===== config.mk =====
export PLATFORM = sky130hd
export DESIGN_NAME = mem_arbiter_flat
export DESIGN_NICKNAME = d
export VERILOG_FILES = /design/src/rtl/mem_arbiter_if.sv /design/src/rtl/mem_arbiter.sv /design/src/flat_wrapper.sv
export SDC_FILE = /design/constraint.sdc
export NUM_CORES = 1
export LEC_CHECK = 0
export ABC_AREA = 1
export BUFFER_PORTS_ARGS = -buffer_cell sky130_fd_sc_hd__buf_2
export CORE_AREA = 2 2 107 109
export CTS_BUF_LIST = sky130_fd_sc_hd__clkbuf_4 sky130_fd_sc_hd__clkbuf_8
export DETAILED_ROUTE_END_ITERATION = 8
export DIE_AREA = 0 0 109 111
export GPL_TIMING_DRIVEN = 0
export PLACE_DENSITY = 0.64
export SETUP_SLACK_MARGIN = 0.05
export SYNTH_ARGS = -nofsm -noshare
export SYNTH_HDL_FRONTEND = slang
export SYNTH_SLANG_ARGS = --single-unit

===== constraint.sdc =====
create_clock -name clk -period 1.2 [get_ports clk]
set_input_delay 0.18 -clock clk [delete_from_list [all_inputs] [get_ports clk]]
set_output_delay 0.18 -clock clk [all_outputs]
set_load 0.03 [all_outputs]

===== src/rtl/mem_arbiter_if.sv =====
// Bus bundle between the instruction/data requesters, the arbiter and the shared memory port.
// master = requester/memory environment side, slave = arbiter side.
interface mem_arbiter_if #(
  parameter int ADDR_W = 32,
  parameter int DATA_W = 32
);
  logic              i_req_valid;
  logic [ADDR_W-1:0] i_req_addr;
  logic              i_req_ready;
  logic              i_resp_valid;
  logic [DATA_W-1:0] i_resp_data;

  logic              d_req_valid;
  logic [ADDR_W-1:0] d_req_addr;
  logic [1:0]        d_req_fcn;
  logic [2:0]        d_req_typ;
  logic [DATA_W-1:0] d_req_wdata;
  logic              d_req_ready;
  logic              d_resp_valid;
  logic [DATA_W-1:0] d_resp_data;

  logic              mem_req_valid;
  logic [ADDR_W-1:0] mem_req_addr;
  logic [1:0]        mem_req_fcn;
  logic [2:0]        mem_req_typ;
  logic [DATA_W-1:0] mem_req_wdata;
  logic              mem_req_ready;
  logic              mem_resp_valid;
  logic [DATA_W-1:0] mem_resp_data;

  modport master (
    output i_req_valid, i_req_addr,
    input  i_req_ready, i_resp_valid, i_resp_data,
    output d_req_valid, d_req_addr, d_req_fcn, d_req_typ, d_req_wdata,
    input  d_req_ready, d_resp_valid, d_resp_data,
    input  mem_req_valid, mem_req_addr, mem_req_fcn, mem_req_typ, mem_req_wdata,
    output mem_req_ready, mem_resp_valid, mem_resp_data
  );

  modport slave (
    input  i_req_valid, i_req_addr,
    output i_req_ready, i_resp_valid, i_resp_data,
    input  d_req_valid, d_req_addr, d_req_fcn, d_req_typ, d_req_wdata,
    output d_req_ready, d_resp_valid, d_resp_data,
    output mem_req_valid, mem_req_addr, mem_req_fcn, mem_req_typ, mem_req_wdata,
    input  mem_req_ready, mem_resp_valid, mem_resp_data
  );
endinterface


===== src/rtl/mem_arbiter.sv =====
// Two-requester (fetch/data) arbiter onto one memory port, one outstanding transaction.
// Define MEM_ARB_RR_EN for round-robin on ties; otherwise data has fixed priority.
module mem_arbiter #(
  parameter int ADDR_W = 32,
  parameter int DATA_W = 32
) (
  input  logic         clk,
  input  logic         reset,
  mem_arbiter_if.slave bus,
  output logic         busy
);

  typedef enum logic [1:0] {IDLE, REQ_HOLD, WAIT_RESP} state_t;

  state_t state, state_nxt;
  logic   owner_d;     // 1: data side owns the transaction, 0: fetch side
  logic   win_d;
  logic   sel_d;
  logic   req_active;
  logic   accept;
`ifdef MEM_ARB_RR_EN
  logic   last_d;      // side granted at the most recent accept
`endif

  always_comb begin
    win_d = bus.d_req_valid;
`ifdef MEM_ARB_RR_EN
    if (bus.d_req_valid && bus.i_req_valid)
      win_d = ~last_d;
`endif
  end

  // Once a request is presented the owner is locked until it is accepted.
  assign sel_d      = (state == IDLE) ? win_d : owner_d;
  assign req_active = ~reset & ((state == IDLE) ? (bus.i_req_valid | bus.d_req_valid)
                                                : (state == REQ_HOLD));
  assign accept     = req_active & bus.mem_req_ready;

  always_ff @(posedge clk) begin
    if (reset) begin
      state   <= IDLE;
      owner_d <= 1'b0;
`ifdef MEM_ARB_RR_EN
      last_d  <= 1'b0;
`endif
    end else begin
      state <= state_nxt;
      if (state == IDLE && req_active)
        owner_d <= win_d;
`ifdef MEM_ARB_RR_EN
      if (accept)
        last_d <= sel_d;
`endif
    end
  end

  always_comb begin
    state_nxt = state;
    case (state)
      IDLE:      if (req_active) state_nxt = accept ? WAIT_RESP : REQ_HOLD;
      REQ_HOLD:  if (accept) state_nxt = WAIT_RESP;
      WAIT_RESP: if (bus.mem_resp_valid) state_nxt = IDLE;
      default:   state_nxt = IDLE;
    endcase
  end

  always_comb begin
    bus.mem_req_valid = 1'b0;
    bus.mem_req_addr  = '0;
    bus.mem_req_fcn   = 2'd0;
    bus.mem_req_typ   = 3'd0;
    bus.mem_req_wdata = '0;
    bus.i_req_ready   = 1'b0;
    bus.d_req_ready   = 1'b0;
    bus.i_resp_valid  = 1'b0;
    bus.i_resp_data   = '0;
    bus.d_resp_valid  = 1'b0;
    bus.d_resp_data   = '0;
    busy              = ~reset & (state != IDLE);

    if (req_active) begin
      bus.mem_req_valid = 1'b1;
      if (sel_d) begin
        bus.mem_req_addr  = bus.d_req_addr;
        bus.mem_req_fcn   = bus.d_req_fcn;
        bus.mem_req_typ   = bus.d_req_typ;
        bus.mem_req_wdata = bus.d_req_wdata;
        bus.d_req_ready   = bus.mem_req_ready;
      end else begin
        bus.mem_req_addr  = bus.i_req_addr;
        bus.mem_req_fcn   = 2'd0;
        bus.mem_req_typ   = 3'd3;
        bus.i_req_ready   = bus.mem_req_ready;
      end
    end

    // Responses outside WAIT_RESP are stray and dropped.
    if (~reset && state == WAIT_RESP && bus.mem_resp_valid) begin
      if (owner_d) begin
        bus.d_resp_valid = 1'b1;
        bus.d_resp_data  = bus.mem_resp_data;
      end else begin
        bus.i_resp_valid = 1'b1;
        bus.i_resp_data  = bus.mem_resp_data;
      end
    end
  end

endmodule


===== src/flat_wrapper.sv =====
// flat-port wrapper written by rule: the top's interface ports become plain ports
module mem_arbiter_flat 
#(
  parameter int ADDR_W = 32,
  parameter int DATA_W = 32
)
  (clk, reset, busy, bus_i_req_valid, bus_i_req_addr, bus_i_req_ready, bus_i_resp_valid, bus_i_resp_data, bus_d_req_valid, bus_d_req_addr, bus_d_req_fcn, bus_d_req_typ, bus_d_req_wdata, bus_d_req_ready, bus_d_resp_valid, bus_d_resp_data, bus_mem_req_valid, bus_mem_req_addr, bus_mem_req_fcn, bus_mem_req_typ, bus_mem_req_wdata, bus_mem_req_ready, bus_mem_resp_valid, bus_mem_resp_data);
  mem_arbiter_if #(.ADDR_W(ADDR_W), .DATA_W(DATA_W)) bus_i ();
  input  logic clk;
  input  logic reset;
  output logic busy;
  input wire logic [$bits(bus_i.i_req_valid)-1:0] bus_i_req_valid;
  input wire logic [$bits(bus_i.i_req_addr)-1:0] bus_i_req_addr;
  output wire logic [$bits(bus_i.i_req_ready)-1:0] bus_i_req_ready;
  output wire logic [$bits(bus_i.i_resp_valid)-1:0] bus_i_resp_valid;
  output wire logic [$bits(bus_i.i_resp_data)-1:0] bus_i_resp_data;
  input wire logic [$bits(bus_i.d_req_valid)-1:0] bus_d_req_valid;
  input wire logic [$bits(bus_i.d_req_addr)-1:0] bus_d_req_addr;
  input wire logic [$bits(bus_i.d_req_fcn)-1:0] bus_d_req_fcn;
  input wire logic [$bits(bus_i.d_req_typ)-1:0] bus_d_req_typ;
  input wire logic [$bits(bus_i.d_req_wdata)-1:0] bus_d_req_wdata;
  output wire logic [$bits(bus_i.d_req_ready)-1:0] bus_d_req_ready;
  output wire logic [$bits(bus_i.d_resp_valid)-1:0] bus_d_resp_valid;
  output wire logic [$bits(bus_i.d_resp_data)-1:0] bus_d_resp_data;
  output wire logic [$bits(bus_i.mem_req_valid)-1:0] bus_mem_req_valid;
  output wire logic [$bits(bus_i.mem_req_addr)-1:0] bus_mem_req_addr;
  output wire logic [$bits(bus_i.mem_req_fcn)-1:0] bus_mem_req_fcn;
  output wire logic [$bits(bus_i.mem_req_typ)-1:0] bus_mem_req_typ;
  output wire logic [$bits(bus_i.mem_req_wdata)-1:0] bus_mem_req_wdata;
  input wire logic [$bits(bus_i.mem_req_ready)-1:0] bus_mem_req_ready;
  input wire logic [$bits(bus_i.mem_resp_valid)-1:0] bus_mem_resp_valid;
  input wire logic [$bits(bus_i.mem_resp_data)-1:0] bus_mem_resp_data;
  assign bus_i.i_req_valid = bus_i_req_valid;
  assign bus_i.i_req_addr = bus_i_req_addr;
  assign bus_i_req_ready = bus_i.i_req_ready;
  assign bus_i_resp_valid = bus_i.i_resp_valid;
  assign bus_i_resp_data = bus_i.i_resp_data;
  assign bus_i.d_req_valid = bus_d_req_valid;
  assign bus_i.d_req_addr = bus_d_req_addr;
  assign bus_i.d_req_fcn = bus_d_req_fcn;
  assign bus_i.d_req_typ = bus_d_req_typ;
  assign bus_i.d_req_wdata = bus_d_req_wdata;
  assign bus_d_req_ready = bus_i.d_req_ready;
  assign bus_d_resp_valid = bus_i.d_resp_valid;
  assign bus_d_resp_data = bus_i.d_resp_data;
  assign bus_mem_req_valid = bus_i.mem_req_valid;
  assign bus_mem_req_addr = bus_i.mem_req_addr;
  assign bus_mem_req_fcn = bus_i.mem_req_fcn;
  assign bus_mem_req_typ = bus_i.mem_req_typ;
  assign bus_mem_req_wdata = bus_i.mem_req_wdata;
  assign bus_i.mem_req_ready = bus_mem_req_ready;
  assign bus_i.mem_resp_valid = bus_mem_resp_valid;
  assign bus_i.mem_resp_data = bus_mem_resp_data;
  mem_arbiter #(.ADDR_W(ADDR_W), .DATA_W(DATA_W)) u_core (.clk(clk), .reset(reset), .bus(bus_i), .busy(busy));
endmodule

# Word level (Yosys, flattened, before mapping)
# Index checks and enable logic that the tools add are counted.
# classes
n_eq_ne,5
mul,0
addsub,0
div,0
n_reduce_logical,6
n_mux,28
n_shift,0
magnitude_cmp,0
n_bitwise,5
# ops
cell,n
$mux W32,8
$mux W2,6
$mux W1,11
$mux W3,2
$pmux W2 S3,1
$ne A2 B1 Y1 const B,2
$and A1 B1 Y1,3
$logic_and A1 B1 Y1,3
$reduce_and A3 Y1,1
$eq A2 B1 Y1 const B,1
$eq A2 B2 Y1 const B,1
$logic_not A2 Y1,1
$ne A2 B2 Y1 const B,1
$reduce_bool A2 Y1,1
$not A1 Y1,1
$or A1 B1 Y1,1
# totals
ff_bits,3
latch_bits,0
ram_bits,0
mem_count,0
romBits,0
word_cells,46
input_bits,139

# Depth between registers and ports, before layout
# Gate-level depths: netlist (run 1).
# depth
word_depth,7
ltp_mapped,7
ltp_nobuf,7

# Worst setup path after synthesis (run 1)
# No wires, ideal clock.
# synth_path
path_type,reg-to-output
startpoint,register u_core.state[1]
endpoint,output bus_mem_req_addr[24]
setup_slack_ps,-417
t_arrival_ps,1437
stages_incl_launch_ff,7
path_cell_list,dfxtp_1 > nor2_4 > and2_1 > buf_6 > buf_4 > nand2_1 > nor2_1
# synth_via
elab_chain_len,4
# synth_rtl
element,line,text
from (decl),mem_arbiter.sv:15,"state_t state, state_nxt;"
from (signal assigned),mem_arbiter.sv:47,state <= state_nxt;
$eq A2 B1 Y1 / $logic_not A2 Y1 (equally long branches),"mem_arbiter.sv:36, mem_arbiter.sv:34, mem_arbiter.sv:35",
"$mux W1, on equally long branches","mem_arbiter.sv:35, mem_arbiter.sv:34",
$and A1 B1 Y1 / $mux W32 (equally long branches),"mem_arbiter.sv:35, mem_arbiter.sv:83",
$mux W32 *,mem_arbiter.sv:81,if (req_active) begin
to (decl),flat_wrapper.sv:26,output wire logic [$bits(bus_i.mem_req_addr)-1:0] bus_mem_req_addr;
# Mark *: on every way between the ends. The rest lies on a longest branch, timed or not.

# Worst setup path in the final report (run 1)
# layout_path
startpoint,register u_core.state[0]
endpoint,output bus_mem_req_wdata[22]
# layout_via
elab_chain_len,4
# layout_rtl
element,line,text
$eq A2 B1 Y1 / $logic_not A2 Y1 (equally long branches),"mem_arbiter.sv:36, mem_arbiter.sv:34, mem_arbiter.sv:35",
"$mux W1, on equally long branches","mem_arbiter.sv:35, mem_arbiter.sv:34",
$and A1 B1 Y1 / $mux W32 (equally long branches),"mem_arbiter.sv:35, mem_arbiter.sv:83",
$mux W32 *,mem_arbiter.sv:81,
to (decl),flat_wrapper.sv:29,output wire logic [$bits(bus_i.mem_req_wdata)-1:0] bus_mem_req_wdata;
# Marked as above.

==> flow_summary.yaml, run 1 <==
detailed_routing:
  routed_wl_mm: 11.42
  route.detailed.drc: 0
  postRouteAntennaNets: 0
  vias: 3563
  post_drt_via_cell_ratio: 4.187
  drt_iter0_markers: 106
  wl_per_cell_um: 13.42
  firstDrtPassIters: 4
sta:
  fin_ws_ns: -0.5130
  period_share_pct: 142.7
  fin_tns_setup_ns: -61.53
  slew_violations: 0
  min_period_ns: 1.713
  rsz0062_at_grt: "yes"
  fmax_mhz: 583.8
  tightestPinTransition_ns: 0.2453
  setup_viol: 138
  worst_hold_slack_ns: 0.1836
  hold_viol: 0
  slew_headroom_pct: 83.59
  skew_ns: 0.005677
global_route:
  grt_pass1_wl_mm: 15.85
  grt_max_degree: 11
  grt_pass1_vias: 3511
  gr-total-overflow: 0
  antenna_found_initial: 0
  grtUsageTotal_pct: 16.13
clock_tree:
  hold_buffers: 0
  cts_tree: "done"
  clock-sinks: 3
  clkLatencyLatePin_ns: 0.22
  cts-htree-levels: 1
  cts_inserted_buffers: 3
  path_clk_slew_ns: 0.04
  cts_root_buf: "clkbuf_8"
  cts_buffer_depth: 2
placed_design:
  portBuffers: 277
  hpwl_mm: 7.505
  dp_cells: 821
  dp_slack_ns: -0.5499
  finalWeightedCongestion: 0.7864
critical_path:
  r2r_cells: 7
  cp.required_ns: 1.02
  crit_slowest_cell: "dfxtp_4"
  critPathLaunchType: "register"
  end_kind: "output pin"
  crit_chain: "inv_4 > nand2_4 > and2_4 > buf_12 > nand2_8 > buf_12 > nor2_4 > buf_6"
  cp_common_cell: "buf_12"
  cp_max_fo: 5
  critPathArrivalTime_ns: 1.53
  slowest_delay_ns: 0.38
  path_class: "reg2out"
power:
  leakagePower_nw: 3.179
  ir_drop_v: 0.0003208
  powerDensity_nw_per_um2: 524.2
yosys:
  synth_warnings: 0
  yosysSeqAreaShare_pct: 3.333
  synth_nets: 540
  netlist_area_um2: 1802
  syn_avg_cell_area_um2: 4.493
  synth-seq-cells: 3
  netlist_instances: 401
  synth_cell_types: 19
die:
  fp.dieH_um: 111
  coreArea_um2: 11080
  fp-row-count: 39
  dieWidth_um: 109
  start_util_pct: 16.27
  dieArea_um2: 12100
  ioPinCount: 278
status:
  violations: "negative setup slack"
  status: "complete, but fails checks"
worst_hold_path:
  holdPathStages: 2
  hp-class: "in2reg"
layout:
  seqCellArea_um2: 71.32
  fillCellCount: 966
  multi_input_area_um2: 2527
  final_common_cell: "buf_2"
  stdcell_count: 851
  fin_nets: 848
  area_growth_pct: 246.9
  drive_gt1_share_pct: 81.21
  final_cell_mix: "buf_2 (138), buf_6 (137), nor2_4 (134)"
  diodes: 0
job:
  drv_cap: 0
-- path summary, 6_finish.rpt --
check                  startpoint               endpoint  slack (ns)
setup reg to reg  u_core.state[0]        u_core.state[0]        0.11
setup / recovery  u_core.state[0]  bus_mem_req_wdata[22]       -0.51
hold / removal              reset        u_core.state[1]        0.18
hold reg to reg   u_core.state[0]        u_core.state[1]        0.58
-- power breakdown --
group,total (mW),internal [mW],leakage [nW],switching [mW]
sequential,0.129,0.109,0.0267,0.0200
clock,0.332,0.250,0.0262,0.0813
combinational,2.82,1.22,3.13,1.60
total,3.28,1.58,3.18,1.70
-- per-layer routing --
layer / GRT usage (%) / routed length, um / up-vias
met5: 0 / 0 / -
met4: 4.615 / 320 / 0
met3: 3.880 / 1009 / 26
met2: 32.09 / 6311 / 183
met1: 15.91 / 3782 / 1622
li1: - / - / 1732
-- kinds of logic after synthesis --
family / share of synthesized area (%)
compound gates: 0.5556
simple gates: 62.85
flops: 3.333
buf+inv: 33.26
-- registers in the layout, summed over array words and instances, names as in the netlist --
signal          flops
u_core.state        2
u_core.owner_d      1
-- per-stage QoR --
stage / util [%] / total power, mW / cell area [um2]
after floorplan: - / 1.502 / 2740
after global placement: 38.87 / 2.035 / 4305
after detailed placement: 38.87 / 2.043 / 4305
after CTS: 51.43 / 2.969 / 5697
after global routing: 56.42 / 3.459 / 6250
final: 56.42 / 3.276 / 6250
-- worst max-delay path, delay by kind of cell, from the launching register on --
| kind | cells | cell delay, ns |
|---|---|---|
| flip-flops | 1 | 0.38 |
| buffers and inverters | 4 | 0.50 |
| AND/OR/NAND/NOR | 4 | 0.42 |
-- synthesized netlist by cell type --
cell | instances | area [um2]
nor2_1 | 161 | 604.3
inv_1 | 112 | 420.4
nand2_1 | 46 | 172.7
nand3_1 | 35 | 175.2
nor2_4 | 11 | 123.9
buf_2 | 10 | 50.05
buf_6 | 6 | 67.56
buf_4 | 3 | 22.52
dfxtp_1 | 3 | 60.06
inv_2 | 3 | 11.26
a21oi_1 | 2 | 10.01
nand2_2 | 2 | 12.51
and2_1 | 1 | 6.260
buf_1 | 1 | 3.750
buf_12 | 1 | 20.02
clkbuf_1 | 1 | 3.750
nand2_4 | 1 | 11.26
nand2_8 | 1 | 20.02
nand4_1 | 1 | 6.260
-- repair_timing --
item | CTS | global route
cloned | 4 | 9
endpoints found under the setup margin | 138 | 140
pin swaps | 9 | 13
resized for setup | 354 | 110
buffers inserted | 13 | 2
-- area by class of cell --
type	count	area share [%]
clock buffer	4	0.7808
buffer	22	5.886
inverter	115	7.107
timing repair buffer	301	41.78
sequential	3	1.141
multi-input combinational	263	40.44
tap	143	2.863
Power figures use the tool's default switching activity.
==> run 2: changes to the inputs <==
--- a/config.mk
+++ b/config.mk
@@ -14,6 +14,8 @@
 export GPL_TIMING_DRIVEN = 0
 export PLACE_DENSITY = 0.64
 export SETUP_SLACK_MARGIN = 0.05
+export SKIP_LAST_GASP = 1
 export SYNTH_ARGS = -nofsm -noshare
 export SYNTH_HDL_FRONTEND = slang
 export SYNTH_SLANG_ARGS = --single-unit
+export TNS_END_PERCENT = 5
==> flow_summary.yaml, run 2 (synthesis results as in run 1) <==
layout:
  fillCellCount: 1128
  largest_registers: "u_core.state (2), u_core.owner_d (1)"
  drive_gt1_share_pct: 69.40
  fin_area_um2: 5035
  seqCellArea_um2: 71.32
  fin_util_pct: 45.45
  multi_input_area_um2: 2115
  stdcell_count: 839
  largest_register_ffs: 2
  area_growth_pct: 179.4
  final_common_cell: "buf_2"
  final_cell_mix: "buf_2 (174), nor2_4 (122), inv_1 (109)"
  largest-register: "u_core.state"
  fin_nets: 836
  diodes: 0
die:
  coreArea_um2: 11080
  fp.dieH_um: 111
  dieWidth_um: 109
  ioPinCount: 278
  dieArea_um2: 12100
  start_util_pct: 16.27
  fp-row-count: 39
sta:
  tightestPinTransition_ns: 0.1933
  slew_violations: 0
  fmax_mhz: 592.9
  skew_ns: 0.001783
  hold_viol: 0
  slew_headroom_pct: 87.07
  period_share_pct: 140.6
  setup_viol: 139
  fin_ws_ns: -0.4866
  rsz0062_at_grt: "yes"
  min_period_ns: 1.687
critical_path:
  r2r_cells: 6
  worstSetupPathDepth: 7
  critPathBufInv: 3
  critical_path.endpoint: "bus_mem_req_fcn[0]"
  cp.required_ns: 1.02
  end_kind: "output pin"
  regToRegSetupSlack_ns: 0.09
  startpoint: "u_core.state[1]"
  r2r_start: "u_core.state[1]"
  cp_common_cell: "nor2_4"
  critPathLaunchType: "register"
  path_class: "reg2out"
  crit_slowest_cell: "dfxtp_4"
  path_delay_family: "simple AND/OR/NAND/NOR gates"
  rr_endpoint: "u_core.state[0]"
  cp_max_fo: 8
  critPathArrivalTime_ns: 1.51
  slowest_delay_ns: 0.35
  crit_chain: "nor2_4 > and2_4 > buf_12 > nand2_8 > buf_8 > nor2_4 > buf_6"
detailed_routing:
  wl_per_cell_um: 10.98
  routed_wl_mm: 9.213
  drt_iter0_markers: 95
  firstDrtPassIters: 4
  route.detailed.drc: 0
  post_drt_via_cell_ratio: 3.936
  postRouteAntennaNets: 0
  vias: 3302
power:
  powerDensity_nw_per_um2: 520.9
  leakagePower_nw: 2.833
  ir_drop_v: 0.0002625
clock_tree:
  cts_buffer_depth: 2
  clock-sinks: 3
  cts_inserted_buffers: 3
  path_clk_slew_ns: 0.03
  cts_tree: "done"
  cts_root_buf: "clkbuf_8"
  clkLatencyLatePin_ns: 0.22
  cts-htree-levels: 1
placed_design:
  finalWeightedCongestion: 0.7353
  hpwl_mm: 7.400
  portBuffers: 277
  dp_slack_ns: -0.4862
  placed_area_um2: 4258
  dp_cells: 821
global_route:
  grtUsageTotal_pct: 14.11
  grt_pass1_wl_mm: 13.88
  gr-total-overflow: 0
  antenna_found_initial: 0
  grt_pass1_vias: 2982
  grt_max_degree: 11
status:
  status: "complete, but fails checks"
  violations: "negative setup slack"
job:
  drv_cap: 0
worst_hold_path:
  hp-class: "in2reg"
-- run 2: cell type report --
cell class | count | share of cell area, %
Buffer | 22 | 6.610
Clock buffer | 4 | 0.9692
Timing Repair Buffer | 291 | 36.73
Tap cell | 143 | 3.554
Multi-Input combinational cell | 261 | 42.00
Sequential cell | 3 | 1.417
Inverter | 115 | 8.723
-- run 2: what timing repair did --
item	in CTS	in global routing
hold buffers	0	0
pin swaps	2	8
cloned	2	1
resized for setup	141	65
setup buffers	8	3
endpoints found under the setup margin	138	139
-- run 2: where the power goes --
part | internal [mW] | leakage (nW) | switching (mW)
Sequential | 0.109 | 0.0267 | 0.0194
Clock | 0.249 | 0.0262 | 0.0684
Combinational | 0.871 | 2.78 | 1.31
Total | 1.23 | 2.83 | 1.39
-- run 2: per-stage QoR --
stage	TNS [ns]	hold slack (ns)	power [mW]
after floorplan	-17.33	0.2417	1.476
after global routing	-70.87	0.2072	2.822
after global placement	-43.64	0.4171	1.991
after CTS	-66.13	0.1912	2.581
final	-60.82	0.1976	2.623
after detailed placement	-44.11	0.4213	1.997
-- run 2: routing by layer --
metal  vias to the layer above  track usage [%]  routed length [um]
li1                       1704                -                   -
met1                      1459            15.91                3319
met2                       137            27.04                5045
met3                         2            2.410                 792
met4                         0            2.821                  55
met5                         -                0                   0
-- run 2: how the worst min path moves through the flow --
| stage | cells after the start | startpoint | slack, ns | endpoint |
|---|---|---|---|---|
| after floorplan | 1 | reset | 0.24 | u_core.state[1] |
| after global placement | 2 | reset | 0.42 | u_core.state[1] |
| after detailed placement | 2 | reset | 0.42 | u_core.state[1] |
| after CTS | 2 | reset | 0.19 | u_core.state[1] |
| after global routing | 2 | reset | 0.21 | u_core.state[1] |
| final | 2 | reset | 0.20 | u_core.state[1] |
